`src/rtl/branch_flow_ctrl_pkg.sv`:
```
// Shared core package: opcodes, flow FSM states and 2-bit counter encodings.
// Included by branch_flow_ctrl and bht_table.
package branch_flow_ctrl_pkg;

    localparam logic [6:0] OP_BRANCH = 7'b1100011;
    localparam logic [6:0] OP_JAL    = 7'b1101111;
    localparam logic [6:0] OP_JALR   = 7'b1100111;

    typedef enum logic {
        RUN     = 1'b0,
        RECOVER = 1'b1
    } flow_state_t;

    localparam logic [1:0] SNT = 2'b00;
    localparam logic [1:0] WNT = 2'b01;
    localparam logic [1:0] WT  = 2'b10;
    localparam logic [1:0] ST  = 2'b11;

    function automatic logic [1:0] ctr_next(
        input logic [1:0] c,
        input logic       taken
    );
        logic [1:0] n;
        n = c;
        if (taken && c != ST) begin
            n = c + 2'd1;
        end else if (!taken && c != SNT) begin
            n = c - 2'd1;
        end
        return n;
    endfunction

endpackage

```
`src/rtl/bht_table.sv`:
```
// Branch history table: 2-bit saturating counters, async read, sync update.
// Every entry resets to weakly not-taken.
module bht_table
    import branch_flow_ctrl_pkg::*;
#(
    parameter int ENTRIES = 16,
    parameter int IDX_W   = 4
) (
    input  logic             clock,
    input  logic             reset,
    input  logic [IDX_W-1:0] i_rd_idx,
    output logic [1:0]       o_rd_ctr,
    input  logic             i_wr_en,
    input  logic [IDX_W-1:0] i_wr_idx,
    input  logic             i_wr_taken
);

    logic [1:0] r_ctr [ENTRIES];

    // Read sees the pre-update value when indices collide.
    assign o_rd_ctr = r_ctr[i_rd_idx];

    always_ff @(posedge clock) begin
        if (reset) begin
            for (int i = 0; i < ENTRIES; i++) begin
                r_ctr[i] <= WNT;
            end
        end else if (i_wr_en) begin
            r_ctr[i_wr_idx] <= ctr_next(r_ctr[i_wr_idx], i_wr_taken);
        end
    end

endmodule

```
`src/rtl/branch_flow_ctrl.sv`:
```
// Branch predict/resolve controller with registered mispredict redirect.
// Define BRANCH_FLOW_BHT_EN to enable the dynamic BHT predictor.
module branch_flow_ctrl
    import branch_flow_ctrl_pkg::*;
#(
    parameter int BHT_ENTRIES = 16
) (
    input  logic        clock,
    input  logic        reset,
    input  logic        stall,
    input  logic        id_valid,
    input  logic [31:0] id_pc,
    input  logic        id_is_branch,
    input  logic        id_is_jal,
    input  logic [31:0] id_target,
    output logic        id_pred_taken,
    output logic        id_redirect,
    output logic [31:0] id_redirect_pc,
    input  logic        ex_valid,
    input  logic        ex_is_ctrl,
    input  logic        ex_is_branch,
    input  logic [31:0] ex_pc,
    input  logic [31:0] ex_target,
    input  logic        ex_pred_taken,
    input  logic        ex_pcsel,
    output logic        redirect_valid,
    output logic [31:0] redirect_pc,
    output logic        flush,
    output logic [31:0] br_count,
    output logic [31:0] mispred_count
);

    localparam int IDX_W = $clog2(BHT_ENTRIES);

    flow_state_t r_state;
    flow_state_t w_state_nxt;
    logic [31:0] r_redirect_pc;
    logic [31:0] r_br_count;
    logic [31:0] r_mispred_count;
    logic        w_resolve;
    logic        w_mispredict;
    logic        w_bht_taken;

    assign w_resolve    = (r_state == RUN) && !stall && ex_valid && ex_is_ctrl;
    assign w_mispredict = w_resolve && (ex_pcsel != ex_pred_taken);

`ifdef BRANCH_FLOW_BHT_EN
    logic [1:0] w_rd_ctr;

    bht_table #(
        .ENTRIES (BHT_ENTRIES),
        .IDX_W   (IDX_W)
    ) u_bht (
        .clock      (clock),
        .reset      (reset),
        .i_rd_idx   (id_pc[IDX_W+1:2]),
        .o_rd_ctr   (w_rd_ctr),
        .i_wr_en    (w_resolve && ex_is_branch),
        .i_wr_idx   (ex_pc[IDX_W+1:2]),
        .i_wr_taken (ex_pcsel)
    );

    assign w_bht_taken = id_is_branch && w_rd_ctr[1];
`else
    // Static not-taken for conditional branches.
    assign w_bht_taken = 1'b0;
`endif

    assign id_pred_taken  = id_valid && (id_is_jal || w_bht_taken);
    assign id_redirect    = id_pred_taken && (r_state == RUN) && !stall;
    assign id_redirect_pc = id_target;

    always_comb begin
        w_state_nxt = r_state;
        unique case (r_state)
            RUN: begin
                if (w_mispredict) begin
                    w_state_nxt = RECOVER;
                end
            end
            RECOVER: begin
                w_state_nxt = RUN;
            end
            default: begin
                w_state_nxt = RUN;
            end
        endcase
    end

    always_ff @(posedge clock) begin
        if (reset) begin
            r_state <= RUN;
        end else begin
            r_state <= w_state_nxt;
        end
    end

    always_ff @(posedge clock) begin
        if (reset) begin
            r_redirect_pc <= '0;
        end else if (w_mispredict) begin
            r_redirect_pc <= ex_pcsel ? ex_target : ex_pc + 32'd4;
        end
    end

    always_ff @(posedge clock) begin
        if (reset) begin
            r_br_count      <= '0;
            r_mispred_count <= '0;
        end else begin
            if (w_resolve && r_br_count != 32'hFFFF_FFFF) begin
                r_br_count <= r_br_count + 32'd1;
            end
            if (w_mispredict && r_mispred_count != 32'hFFFF_FFFF) begin
                r_mispred_count <= r_mispred_count + 32'd1;
            end
        end
    end

    assign redirect_valid = (r_state == RECOVER);
    assign flush          = (r_state == RECOVER);
    assign redirect_pc    = r_redirect_pc;
    assign br_count       = r_br_count;
    assign mispred_count  = r_mispred_count;

endmodule

```
`config.mk`:
```
export PLATFORM = sky130hd
export DESIGN_NAME = branch_flow_ctrl
export DESIGN_NICKNAME = d
export VERILOG_FILES = /design/src/rtl/branch_flow_ctrl_pkg.sv /design/src/rtl/bht_table.sv /design/src/rtl/branch_flow_ctrl.sv
export SDC_FILE = /design/constraint.sdc
export NUM_CORES = 1
export LEC_CHECK = 0
export BUFFER_PORTS_ARGS = -buffer_cell sky130_fd_sc_hd__buf_2
export CORE_MARGIN = 2
export CORE_UTILIZATION = 40
export DETAILED_ROUTE_END_ITERATION = 10
export PLACE_DENSITY_LB_ADDON = 0.05
export SETUP_SLACK_MARGIN = 0.05
export SYNTH_ARGS = -nofsm -noshare
export SYNTH_HDL_FRONTEND = slang
export SYNTH_SLANG_ARGS = --single-unit
```
`constraint.sdc`:
```
create_clock -name clock -period 2.2 [get_ports clock]
set_input_delay 0.11 -clock clock [delete_from_list [all_inputs] [get_ports clock]]
set_output_delay 0.11 -clock clock [all_outputs]
set_load 0.01 [all_outputs]
```
* Word-level counts from Yosys, hierarchy flattened
Index checks and enable logic that the tools add are counted. W data, S select, Z words.
Storage, ports and cells: register bits after elaboration 97, input port bits 139, output and inout bits 132, word-level logic and storage cells 24
Cells by class: add/sub/neg operators 3, eq/ne operators 3, mux-type cells 3, bitwise operators 1, reductions and logical operators 10
Operator list (number):
- $add A32 B1 Y32 const B | 2
- $ne A32 B32 Y1 const B | 2
- $add A32 B3 Y32 const B | 1
- $mux W32 | 1
- $logic_and A1 B1 Y1 | 9
- $pmux W1 S2 | 1
- $logic_not A1 Y1 | 1
- $mux W1 | 1
- $ne A1 B1 Y1 | 1
- $not A1 Y1 | 1

* Logic depth before layout (Yosys ltp)
Gate-level depths: netlist of the first run.
depth in word-level cells 7, gate-level depth with buffers 8, mapped depth without buffers 6

* Worst setup path after synthesis of the first run
Ideal clock, no wire load.
path kind register -> register, from reg r_mispred_count[0] (netlist: mispred_count[0]), to reg r_mispred_count[22] (netlist: mispred_count[22]), library setup time 0.123 ns, data arrival time 1.924 ns, required time 2.077 ns, slack 0.153 ns, cell stages (with the launch flop) 8, buffers on the path 1, clock period less this slack 2.047 ns, cell sequence dfxtp_1 -> ha_1 -> inv_1 -> nor4_1 -> nand2_1 -> buf_2 -> nor4_1 -> mux2_1
On the way: cells in the longest elaborated chain, start to end 2, elaborated cells between the ends (all ways) 3, those cells by class 1 x add/sub; 1 x eq/ne; 1 x reduce/logical
RTL lines:
- from (decl) | RTL line branch_flow_ctrl.sv:39 | logic [31:0] r_mispred_count;
- from (signal assigned) | RTL line branch_flow_ctrl.sv:115 | r_mispred_count <= r_mispred_count + 32'd1;
- branches (longest 2 deep; another with $add A32 B1 Y32)
Parallel ways; which one is timed is not known. A chain may end at the register's enable or synchronous reset.

* Final worst setup path of the first run
from reg r_br_count[0] (netlist: br_count[0]), to reg r_br_count[31] (netlist: br_count[31])
On the way: cells in the longest elaborated chain, start to end 2, elaborated cells between the ends (all ways) 3, those cells by class 1 x add/sub; 1 x eq/ne; 1 x reduce/logical
RTL lines:
- from (decl) | RTL line branch_flow_ctrl.sv:38 | logic [31:0] r_br_count;
- from (signal assigned) | RTL line branch_flow_ctrl.sv:112 | r_br_count <= r_br_count + 32'd1;
- branches (longest 2 deep; another with $add A32 B1 Y32)
Parallel ways; which one is timed is not known.

==> results.ini, run 1 <==
[cts]
cts-hold-fix-buffers = 0
insertion_delay_ns = 0.34
ctsResizeCount = 0
htree_num_levels = 3
clockBufferDepth = 2
cts_num_sinks = 97
clockRootBuffer = clkbuf_16
cts-buffers-inserted = 9
post_cts_buffers = 0
cts_tree = yes
clk_pin_slew_ns = 0.07

[synthesis]
synth.largest_area_cell = dfxtp_1
synthAdderAreaFrac = 0.00670
syn_inst = 687
synth_simple_gate_area_frac = 0.291
avgSynthCellArea_sq_um = 8.15
async_reset_ff_frac = 0
synth_fp_nets = 829
mappedNetlistArea_sq_mm = 0.00560
ys.flop_type = dfxtp_1
yosysSeqAreaShare = 0.347
synth-seq-cells = 97
synth_compound_area_frac = 0.178
synthXorXnorAreaFrac = 0.0688
synth_top_family_by_area = simple AND/OR/NAND/NOR gates
synth_warnings = 0
synth_edf_count = 0
synth_area_leaders = dfxtp_1 35%, a21oi_1 5.4%, buf_4 4.4%
synthMuxAreaShare = 0.0165
synth_cell_types = 65
synth_top_area_frac = 0.347

[place]
globalplace.congestion = 0.846
io_buffers = 172
dpl_cell_area_sq_mm = 0.00655
hpwl_mm = 11.7

[pwr]
cellLeakagePower_uw = 0.00276
p_per_area_mw_per_mm2 = 533
ir_drop_mv = 0.402

[finish]
final_cell_mix = 172 x buf_2, 97 x dfxtp_1, 60 x a21oi_1, 55 x nand2_1, 42 x nor2_1
drive_gt1_frac = 0.300
syn2layout_area_growth_pct = 22.9
finalInstanceArea_sq_mm = 0.00689
final_common_cell = buf_2
fin_nets = 977

[detailed_routing]
wire_per_inst_um = 15.7
firstDrtPassIters = 4
drcViolationCount = 0
drt_iter0_markers = 367
wl_mm = 16.0
vias_per_cell = 5.53
postRouteAntennaNets = 0
vias = 5636

[worst_setup_path]
path_class = reg -> reg
cp-start-kind = register
reg2regPathDepth = 6
cp.required_ns = 2.47
cp_max_fo = 8
crit_arrival_ns = 2.35
cp-end-kind = register

[grt]
overflow = 0
grt_pass1_wl_mm = 25.3
grt_max_degree = 54
track_usage = 0.209
first_global_vias = 5147
antenna_found_initial = 0

[flow_run]
drv_cap = 0

[sta]
hold_violations = 0
fmax_mhz = 481
fin_setup_tns_ns = 0
slew_violations = 0
setup_viol = 0
skew_ns = 0.00754
rsz0062_at_grt = true
fin_crit_ns = 2.08
timing.slew.headroom = 0.600
worst_slew_pin_slew_ns = 0.595
post-route-period-util = 0.945

[floorplanning]
coreArea_sq_mm = 0.0138
die_width_um = 122
io_pins = 271
initial_core_util = 0.407
die_h_um = 122
die_area_sq_mm = 0.0150
rows = 43

[outcome]
outcome = complete, no violations

[min_path]
hp-class = in -> reg
hold_depth = 3

-- routing by layer --
| metal | global-route usage | part of all wire | up-vias |
|---|---|---|---|
| met5 | 0 | 0 | - |
| met4 | 0.0733 | 0.013 | 0 |
| met3 | 0.0502 | 0.074 | 23 |
| met2 | 0.337 | 0.46 | 187 |
| met1 | 0.274 | 0.45 | 2621 |
| li1 | - | - | 2805 |
-- final timing paths --
kind	from	endpoint	slack, ns
setup reg to reg	br_count[0]$_SDFFE_PP0P_	br_count[31]$_SDFFE_PP0P_	0.12
hold reg to reg	redirect_pc[10]$_SDFFE_PP0P_	redirect_pc[10]$_SDFFE_PP0P_	0.46
setup / recovery	br_count[0]$_SDFFE_PP0P_	br_count[31]$_SDFFE_PP0P_	0.12
hold / removal	ex_target[2]	redirect_pc[2]$_SDFFE_PP0P_	0.06
-- per-stage QoR --
step                power [uW]  std cells  hold WS [ns]  utilization  setup slack, ns
floorplan                 2050        687         0.269            -            0.153
global placement          2140       1004         0.220        0.476            0.157
detailed placement        2140       1004         0.220        0.476           0.0848
CTS                       3720       1018        0.0504        0.496           0.0721
global route              3820       1018        0.0721        0.500           0.0134
finish                    3670       1019        0.0584        0.500            0.121
-- logic make-up (layout without fill, tap and decap cells) --
kind of cell / after synthesis / after routing
compound gates: 160 / 160
xor+xnor: 44 / 44
fa+ha+maj: 3 / 3
buf+inv: 91 / 242
flops: 97 / 97
mux: 9 / 9
other cells: 0 / 1
simple gates: 283 / 283
-- report_power, final --
group          internal (uW)  leakage [uW]  switching, uW  total [uW]
clock                    899      0.000137            666        1570
sequential              1770      0.000783           10.9        1790
combinational            132       0.00184            188         320
total                   2810       0.00276            865        3670
-- critical path, stage by stage, from the launching register on --
cell and delay, ns:
dfxtp_1 0.32, ha_1 0.21, and4_1 0.25, nor3b_2 0.18, a2111o_1 0.53, or3_1 0.37, a21oi_1 0.15
-- registers in the layout (all words and copies together) (netlist names) --
name / cells
br_count: 32
mispred_count: 32
redirect_pc: 32
flush: 1
-- synthesized netlist by cell type (11+ instances only) --
library cell / count
dfxtp_1: 97
a21oi_1: 60
nand2_1: 55
nor2_1: 43
o21ai_0: 35
buf_4: 33
nand3_1: 31
nand4_1: 30
clkbuf_1: 26
xnor2_1: 26
or3_1: 23
and3_1: 18
inv_1: 18
xor2_1: 18
o31ai_1: 13
and4_1: 12
nor3_1: 11
or4_1: 11
-- final cells by class --
| cell class | count | area [sq um] |
|---|---|---|
| clock buffer | 11 | 243 |
| inverter | 18 | 67.6 |
| sequential | 97 | 1940 |
| multi-input combinational | 499 | 3190 |
| antenna | 1 | 2.50 |
| timing repair buffer | 210 | 1170 |
| fill | 1379 | 6890 |
| tap | 180 | 225 |
| clock inverter | 3 | 42.5 |
Power figures use the tool's default switching activity.
==> run 2, diff against run 1 <==
--- a/config.mk
+++ b/config.mk
@@ -8,6 +8,7 @@
 export BUFFER_PORTS_ARGS = -buffer_cell sky130_fd_sc_hd__buf_2
 export CORE_MARGIN = 2
 export CORE_UTILIZATION = 40
+export CTS_BUF_LIST = sky130_fd_sc_hd__clkbuf_8 sky130_fd_sc_hd__clkbuf_16
 export DETAILED_ROUTE_END_ITERATION = 10
 export PLACE_DENSITY_LB_ADDON = 0.05
 export SETUP_SLACK_MARGIN = 0.05
==> run 2 against run 1 <==
Compared with the run above: worst setup slack worse by 0.00060 ns; non-clock buffer count stayed put; global-route usage hardly changed; largest cell class unchanged; final cell count stayed put; critical path type unchanged; combinational power hardly changed; worst hold slack better by 0.00075 ns; sequential share of layout area stayed put; largest power group unchanged; critical path depth stayed put; sequential power hardly changed; die area stayed put; utilization stayed put.
==> results.ini, run 2 (synthesized netlist as in run 1, its figures left out) <==
[detailed_routing]
drcViolationCount = 0
wl_mm = 16.0
firstDrtPassIters = 5
vias_per_cell = 5.51
vias = 5612
postRouteAntennaNets = 0
drt_iter0_markers = 370
wire_per_inst_um = 15.7

[grt]
first_global_vias = 5146
antenna_found_initial = 0
overflow = 0
track_usage = 0.209
grt_max_degree = 54
grt_pass1_wl_mm = 25.3

[finish]
final_common_cell = buf_2
syn2layout_area_growth_pct = 22.9
final_cell_mix = 172 x buf_2, 97 x dfxtp_1, 60 x a21oi_1, 55 x nand2_1, 42 x nor2_1
fill_cells = 1379
fin_nets = 977
drive_gt1_frac = 0.300

[place]
hpwl_mm = 11.7
globalplace.congestion = 0.846
io_buffers = 172
pre_cts_slack_ns = 0.0848

[floorplanning]
coreArea_sq_mm = 0.0138
die_width_um = 122
die_h_um = 122
initial_core_util = 0.407
rows = 43
io_pins = 271
die_area_sq_mm = 0.0150

[sta]
timing.slew.headroom = 0.604
fin_crit_ns = 2.08
rsz0062_at_grt = true
hold_violations = 0
finalWorstSetupSlack_ns = 0.120
setup_viol = 0
skew_ns = 0.00721
slew_violations = 0
worst_slew_pin_slew_ns = 0.589
fmax_mhz = 481
fin_setup_tns_ns = 0
post-route-period-util = 0.945

[cts]
clockBufferDepth = 2
clockRootBuffer = clkbuf_16
htree_num_levels = 3
clk_pin_slew_ns = 0.07
cts-buffers-inserted = 9
cts_num_sinks = 97
insertion_delay_ns = 0.34
post_cts_buffers = 0
cts-hold-fix-buffers = 0
cts_tree = yes

[pwr]
ir_drop_mv = 0.401
p_per_area_mw_per_mm2 = 533
cellLeakagePower_uw = 0.00276

[worst_setup_path]
crit_arrival_ns = 2.35
cp.required_ns = 2.47
cp-end-kind = register
path_class = reg -> reg
cp_max_fo = 8
worstReg2RegStart = br_count[0]$_SDFFE_PP0P_
crit_start = br_count[0]$_SDFFE_PP0P_
cp-start-kind = register

[min_path]
holdCritStartpoint = ex_target[2]
hp-class = in -> reg

[flow_run]
drv_cap = 0

[outcome]
outcome = complete, no violations

[run 2: critical path, stage by stage (launching register included)]
cell and delay [ns]:
dfxtp_1 0.32, ha_1 0.21, and4_1 0.25, nor3b_2 0.18
a2111o_1 0.53, or3_1 0.37, a21oi_1 0.15
[run 2: worst paths after layout]
check | end | slack, ns | depth (start not counted)
setup / recovery | br_count[31]$_SDFFE_PP0P_ | 0.12 | 6
hold reg to reg | redirect_pc[10]$_SDFFE_PP0P_ | 0.46 | 2
setup reg to reg | br_count[31]$_SDFFE_PP0P_ | 0.12 | 6
hold / removal | redirect_pc[2]$_SDFFE_PP0P_ | 0.06 | 3
[run 2: stage by stage]
| stage | hold WS (ns) | total power (uW) | util | instance area (sq um) | instances |
|---|---|---|---|---|---|
| floorplan | 0.269 | 2050 | - | 5600 | 687 |
| global placement | 0.220 | 2140 | 0.476 | 6550 | 1004 |
| detailed placement | 0.220 | 2140 | 0.476 | 6550 | 1004 |
| CTS | 0.0504 | 3710 | 0.496 | 6840 | 1018 |
| global route | 0.0721 | 3820 | 0.500 | 6880 | 1018 |
| finish | 0.0592 | 3670 | 0.500 | 6890 | 1019 |
[run 2: cell type report]
class,instances,area (sq um),share of cell area
Tap cell,180,225,0.0327
Sequential cell,97,1940,0.282
Antenna cell,1,2.50,0.000363
Clock inverter,4,46.3,0.00672
Inverter,18,67.6,0.00981
Multi-Input combinational cell,499,3190,0.464
Clock buffer,10,239,0.0347
Timing Repair Buffer,210,1170,0.170
[run 2: where the power goes]
group	internal, uW	switching, uW
clock network	895	669
registers	1770	10.9
logic	132	188
[run 2: repair_timing]
action	in CTS	in global routing
resized for setup	0	10
endpoints found under the setup margin	0	23
endpoints found under the hold margin	0	0
[run 2: routing by layer]
metal / vias to the layer above / share of wire / track usage
met4: 0 / 0.013 / 0.0733
li1: 2802 / - / -
met2: 193 / 0.46 / 0.337
met1: 2596 / 0.45 / 0.274
met3: 21 / 0.077 / 0.0502
met5: - / 0 / 0
